==> src/rtl/bin2bcd_pkg.sv <==
// bin2bcd_pkg: shared types, constants and helpers for the sequential
// binary-to-BCD converter (double dabble, one bit per clock).

package bin2bcd_pkg;

    // Width of one packed BCD digit.
    localparam int BCD_W = 4;

    // Converter control states.
    typedef enum logic [1:0] {
        IDLE  = 2'd0,
        SHIFT = 2'd1,
        DONE  = 2'd2
    } state_t;

    // Smallest digit count D with 10^D > 2^n - 1, i.e. 10^D >= 2^n.
    // 64-bit arithmetic, so this is meaningful for n up to about 60.
    function automatic int min_digits(input int n);
        longint unsigned limit;
        longint unsigned pow10;
        int              d;
        limit = longint'(1) << n;
        pow10 = 1;
        d     = 0;
        while (pow10 < limit) begin
            pow10 = pow10 * 10;
            d     = d + 1;
        end
        return d;
    endfunction

endpackage

==> src/rtl/dabble_digit.sv <==
// dabble_digit: combinational add-3 correction for one BCD digit.
// Any digit of 5 or more gets 3 added so that the following left shift
// carries correctly into the next decade. The result never exceeds 12, so
// 4-bit arithmetic is enough.

module dabble_digit
    import bin2bcd_pkg::*;
(
    input  logic [BCD_W-1:0] digit_in,
    output logic [BCD_W-1:0] digit_out
);

    assign digit_out = (digit_in >= BCD_W'(5)) ? digit_in + BCD_W'(3) : digit_in;

endmodule

==> src/rtl/bin2bcd_seq.sv <==
// bin2bcd_seq: sequential binary-to-BCD converter using shift-and-add-3.
// One binary bit is consumed per clock, with valid/ready handshakes on the
// input and the output side. A conversion takes N shift cycles.
// Optional feature macro: BIN2BCD_SEQ_OVF_EN adds a sticky 'ovf' output
// flagging results that did not fit in DIGITS digits. Without it, such
// results wrap modulo 10^DIGITS.

module bin2bcd_seq
    import bin2bcd_pkg::*;
#(
    parameter int N      = 20,
    parameter int DIGITS = 7
)
(
    input  logic                    clk,
    input  logic                    rst_n,
    input  logic                    in_valid,
    output logic                    in_ready,
    input  logic [N-1:0]            in_bin,
    output logic                    out_valid,
    input  logic                    out_ready,
    output logic [BCD_W*DIGITS-1:0] out_bcd
`ifdef BIN2BCD_SEQ_OVF_EN
    ,
    output logic                    ovf
`endif
);

    localparam int CNT_W     = (N > 1) ? $clog2(N) : 1;
    localparam int BCD_TOTAL = BCD_W * DIGITS;

    state_t               state;
    state_t               state_next;
    logic [N-1:0]         bin_q;
    logic [BCD_TOTAL-1:0] acc_q;
    logic [BCD_TOTAL-1:0] acc_adj;
    logic [CNT_W-1:0]     cnt_q;
    logic                 accept;
    logic                 shifting;

    assign accept   = in_valid && in_ready;
    assign shifting = (state == SHIFT);

    // One add-3 correction cell per decade of the accumulator.
    for (genvar d = 0; d < DIGITS; d++) begin : g_digit
        dabble_digit u_digit (
            .digit_in  (acc_q[BCD_W*d +: BCD_W]),
            .digit_out (acc_adj[BCD_W*d +: BCD_W])
        );
    end

    // State register; reset aborts any conversion in flight.
    always_ff @(posedge clk or negedge rst_n) begin
        if (!rst_n) begin
            state <= IDLE;
        end else begin
            state <= state_next;
        end
    end

    // Next-state logic and handshake outputs, which depend on state only.
    always_comb begin
        state_next = state;
        in_ready   = 1'b0;
        out_valid  = 1'b0;
        unique case (state)
            IDLE: begin
                in_ready = 1'b1;
                if (in_valid) begin
                    state_next = SHIFT;
                end
            end
            SHIFT: begin
                if (cnt_q == '0) begin
                    state_next = DONE;
                end
            end
            DONE: begin
                out_valid = 1'b1;
                if (out_ready) begin
                    state_next = IDLE;
                end
            end
            default: begin
                state_next = IDLE;
            end
        endcase
    end

    // Datapath: load on acceptance, then correct-and-shift once per SHIFT
    // cycle. The bit leaving the top digit is dropped by the width cast.
    always_ff @(posedge clk or negedge rst_n) begin
        if (!rst_n) begin
            bin_q <= '0;
            acc_q <= '0;
            cnt_q <= '0;
        end else if (accept) begin
            bin_q <= in_bin;
            acc_q <= '0;
            cnt_q <= CNT_W'(N - 1);
        end else if (shifting) begin
            acc_q <= BCD_TOTAL'({acc_adj, bin_q[N-1]});
            bin_q <= bin_q << 1;
            if (cnt_q != '0) begin
                cnt_q <= cnt_q - CNT_W'(1);
            end
        end
    end

    assign out_bcd = acc_q;

`ifdef BIN2BCD_SEQ_OVF_EN
    // When DIGITS covers the full N-bit range nothing can ever be shifted
    // out, so the flag folds away to a constant zero.
    localparam bit OVF_POSSIBLE = (DIGITS < min_digits(N));

    logic ovf_q;

    // Sticky overflow flag: cleared on acceptance, set by any 1 leaving the top digit.
    always_ff @(posedge clk or negedge rst_n) begin
        if (!rst_n) begin
            ovf_q <= 1'b0;
        end else if (accept) begin
            ovf_q <= 1'b0;
        end else if (shifting && OVF_POSSIBLE && acc_adj[BCD_TOTAL-1]) begin
            ovf_q <= 1'b1;
        end
    end

    assign ovf = ovf_q;
`endif

endmodule

==> config.mk <==
export PLATFORM = sky130hd
export DESIGN_NAME = bin2bcd_seq
export DESIGN_NICKNAME = d
export VERILOG_FILES = /design/src/rtl/bin2bcd_pkg.sv /design/src/rtl/dabble_digit.sv /design/src/rtl/bin2bcd_seq.sv
export SDC_FILE = /design/constraint.sdc
export NUM_CORES = 1
export LEC_CHECK = 0
export BUFFER_PORTS_ARGS = -buffer_cell sky130_fd_sc_hd__buf_2
export CAP_MARGIN = 25
export CORE_MARGIN = 3
export CORE_UTILIZATION = 59
export CTS_CLUSTER_DIAMETER = 40
export DETAILED_ROUTE_END_ITERATION = 16
export MAX_ROUTING_LAYER = met4
export PLACE_DENSITY = 0.9
export RECOVER_POWER = 100
export SLEW_MARGIN = 20
export SYNTH_ARGS = -nofsm -noshare
export SYNTH_HDL_FRONTEND = slang
export SYNTH_SLANG_ARGS = --single-unit
==> constraint.sdc <==
create_clock -name clk -period 4.64 [get_ports clk]
set_input_delay 1.392 -clock clk [delete_from_list [all_inputs] [get_ports clk]]
set_output_delay 1.392 -clock clk [all_outputs]
set_load 0.02 [all_outputs]
=== After elaboration in Yosys (flattened, before gate mapping) ===
Index checks and enable logic that the tools add are counted.

* Input port bits: 24
* Bits in registers: 55
* Logic and storage cells: 52
* Output and inout port bits: 30

* Equal/unequal tests: 5
* Magnitude comparators: 7
* Reduce and logical (&&, ||, !) cells: 8
* Multiplexer cells: 20
* $add $sub $neg: 8

{| class="wikitable"
|+ Operator list
! cell !! count
|-
| two-way mux 28 bit || 2
|-
| two-way mux 20 bit || 2
|-
| greater-or-equal comparator 4 x 3 -> 1 bit, second input constant || 7
|-
| adder 4 x 2 -> 4 bit, second input constant || 6
|-
| two-way mux 4 bit || 6
|-
| two-way mux 5 bit || 3
|-
| two-way mux 2 bit || 3
|-
| one-hot mux 2 bit (3 select lines) || 1
|-
| zero test 5 bit || 1
|-
| nonzero test 5 bit || 1
|-
| subtractor 5 x 1 -> 5 bit, second input constant || 1
|-
| inequality test 2 bit, second input constant || 2
|-
| nonzero test 2 bit || 2
|-
| adder 3 x 2 -> 3 bit, second input constant || 1
|-
| two-way mux 3 bit || 1
|-
| AND reduction 3 bit || 1
|-
| == test 2 x 1 -> 1 bit, second input constant || 1
|-
| == test 2 bit, second input constant || 1
|-
| zero test 2 bit || 1
|-
| two-way mux 1 bit || 2
|-
| inequality test 2 x 1 -> 1 bit, second input constant || 1
|-
| AND reduction 2 bit || 1
|-
| logical AND 1 bit || 1
|}

=== Depth between registers and ports, before layout ===
* Word-level depth: 5
* Mapped depth: 6
* Depth with buffers taken out: 6

=== By module ===
From an unflattened synthesis, not the netlist that was laid out.

* Cell total of the unflattened synthesis: 359
* Area, all modules: 3,130.5 um2

{| class="wikitable"
|+ Modules (own cells, without submodules)
! module !! area each (um2) !! sequential area each (um2) !! cells an instance !! times used
|-
| bin2bcd_seq || 2,421.1 || 1,376.3 || 247 || 1
|-
| dabble_digit || 101.3 || 0.0 || 16 || 7
|}

=== Least setup slack after synthesis ===
OpenSTA, ideal clock, no wires.

* Path kind: register to output
* Start point: register state[1]
* End point: output port out_valid
* Data arrival time: 1,016 ps
* Setup slack: 2,232 ps
* Data required time: 3,248 ps
* Stages on the path, launching flop included: 3
* Path through: dfrtp_1 > clkbuf_1 > nor2b_1

* Longest elaborated chain between the ends: 2

{| class="wikitable"
|+ RTL lines
! what !! RTL line !! text
|-
| start, declared || bin2bcd_seq.sv:32 || <nowiki>state_t state;</nowiki>
|-
| start signal, assigned || bin2bcd_seq.sv:57 || <nowiki>state <= state_next;</nowiki>
|-
| == test 2 bit || bin2bcd_seq.sv:66 || <nowiki>unique case (state)</nowiki>
|-
| two-way mux 1 bit || bin2bcd_seq.sv:66 ||
|-
| end, declared || bin2bcd_seq.sv:20 || <nowiki>output logic out_valid,</nowiki>
|}

No other way between the ends.

=== Final worst setup path ===
Ends and elaborated chain as after synthesis.

==> reports/qor.yml <==
hold_viol: 0
timing.rr.end: "cnt_q[3]"
combPwrFrac_pct: 46.4
post_cts_buffers: 0
finalSetupViolations: 0
yosysWarnings: 0
final_common_cell: "dfrtp_1"
p_sw_share_pct: 45.0
syn_to_final_growth_pct: 12.0
grt_pass1_vias: 2230
ys_ff_latch: 55
fin_area_sq_um: 3090
rows: 24
fp.dieW_um: 74.4
min_period_ns: 2.96
yosys-top-cells-area: "dfrtp_1, ha_1, a22oi_1, o21ai_0, nand2_1"
cts_resized: 0
cpMaxStageDelayCell: "dfrtp_1"
synth_mux_area_share_pct: 0.362
relSlewSlack_pct: -5.51
numCtsBuffers: 5
async_flop_share_pct: 100
final_cell_mix: "dfrtp_1, clkbuf_1, nand2_1"
yosysTopAreaCellShare_pct: 49.8
tightestPinTransition_ns: 1.58
skew_ns: 0.00688
dr.pass1.iters: 5
fmax_mhz: 338
antenna_found_initial: 0
synth-xor-area-share_pct: 4.12
synth_cell_types: 30
drive_gt1_share_pct: 9.26
power_frac_seq_pct: 41.1
drt-wirelength-per-cell_um: 15.8
worstPathArrival_ns: 1.57
yosysTopAreaCell: "dfrtp_1"
initial_core_util_pct: 62.2
track_usage_pct: 24.0
synth_edf_count: 0
cts_buffer_depth: 2
routedLengthMet1_mm: 2.75
synth_compound_area_share_pct: 22.4
worst_path_largest_cell_delay_ns: 0.76
worstPathCellList: "nor2b_1 > clkbuf_1"
synth-simple-area-share_pct: 11.6
syn-cell-area_sq_um: 2760
rrSetupSlack_ns: 2.09
finalPower_mw: 2.11
vias: 2307
holdWs_ns: 0.488
met3_wirelength_um: 348
crit_fanout: 25
critPathRequiredTime_ns: 3.25
wirelength_mm: 5.93
p_sw_mw: 0.951
syn_nets: 314
setup-tns-final_ns: 0
cts_root_buffer: "clkbuf_8"
synth-main-ff-cell: "dfrtp_1"
cp-endpoint: "out_valid"
synth_top_family_by_area: "compound AO/OA/AOI/OAI gates"
overflow: 0
leakagePower_nw: 1.32
nets: 363
ios: 54
grt_max_degree: 34
hpwlAfterDp_mm: 4.10
clock_power_share_pct: 12.5
portBuffers: 53
htreeDepth: 2
status: "finished, violations left"
finalWeightedCongestion: 0.849
coreArea_sq_um: 4440
detail-route-antenna-nets: 0
drt_iter0_markers: 187
hold_path.class: "flip-flop to flip-flop"
yosysSeqAreaShare_pct: 49.8
viasPerCell: 6.14
internal-power_mw: 1.16
synthAdderAreaFrac_pct: 6.79
diodes: 0
grt_pass1_wl_mm: 9.98
top_layer: "met4"
crit_path_end_kind: "primary output"
cts_hold_buf: 0
die_area_sq_um: 5540
dpl-instance-area_sq_um: 3060
synthCells: 275
crit_type: "flip-flop to primary output"
finalCritPeriodShare_pct: 63.8
route.met2.wl_mm: 2.78
clkLatencyLatePin_ns: 0.31
peakVddDrop_mv: 0.289
cts_tree: "yes"
r2r-start: "state[0]"
r2r_cells: 5
violations: "max-capacitance violations, max-slew violations"
drv_slew: 28
drc: 0
clkTransAtPathRegs_ns: 0.09
numClockSinks: 55
maxCapViolations: 1
rsz0062_at_grt: "false"
die_h_um: 74.4
syn_avg_cell_area_sq_um: 10.0
critPathLaunchType: "flip-flop"
power_density_nw_per_um2: 684
crit_start: "state[1]"
critical path: cells and delay by family, from the launching register on:
family	cells	cell delay [ns]
flops	1	0.76
simple gates	1	0.24
buf+inv	1	0.25
area by class of cell:
| type | count | area, sq um |
|---|---|---|
| Clock inverter | 1 | 5.00 |
| Clock buffer | 6 | 82.6 |
| Inverter | 16 | 60.1 |
| Timing Repair Buffer | 58 | 251 |
| Sequential cell | 55 | 1380 |
| Tap cell | 52 | 65.1 |
| Fill cell | 348 | 1350 |
| Multi-Input combinational cell | 188 | 1250 |
synthesized netlist by cell type (8+ instances only):
master and n:
nand2b_1 9, nand2_1 34, o21ai_0 26, a22oi_1 19, xnor2_1 8, dfrtp_1 55
o22ai_1 8, ha_1 15, buf_2 11, a21oi_1 9, inv_1 16, o31ai_1 8
how the worst min path moves through the flow:
stage | slack (ns) | cells past startpoint | end | from
2_1_floorplan | 0.45 | 2 | out_bcd[0] | bin_q[19]
3_3_place_gp | 0.46 | 2 | out_bcd[0] | bin_q[19]
3_5_place_dp | 0.46 | 2 | out_bcd[0] | bin_q[19]
4_1_cts | 0.49 | 2 | out_bcd[0] | bin_q[19]
5_1_grt | 0.51 | 2 | bin_q[14] | bin_q[14]
6_report | 0.49 | 2 | out_bcd[0] | bin_q[19]
flip-flops by register name, summed over array words and instances, names as in the netlist:
register,count
state,2
out_bcd,28
cnt_q,5
bin_q,20
stage by stage:
stage                     worst slack [ns]  util (%)  std cells
after floorplan                       2.23         -        275
after global placement                1.94      68.6        368
after detailed placement              1.88      68.9        369
after CTS                             1.72      70.9        376
after global routing                  1.55      69.6        376
final                                 1.68      69.6        376
kinds of logic after synthesis:
kind of cell    count (synthesis)
compound gates                 91
mux                             1
fa+ha+maj                      15
buf+inv                        32
flops                          55
xor+xnor                       13
simple gates                   68
layer usage:
metal	vias up	GRT usage (%)
li1	1088	-
met1	1127	31.2
met2	88	38.2
met3	4	4.86
met4	0	6.92
met5	-	-
power by group through the flow:
stage                     Combinational (mW)  Sequential [mW]  Clock, mW
final                                  0.981            0.868      0.265
after global routing                    1.11            0.898      0.290
after CTS                               1.03            0.862      0.273
after detailed placement                1.03            0.870          0
after global placement                 0.963            0.862          0
after floorplan                        0.679            0.913          0
Note: power is estimated with default switching activity, not from simulation.
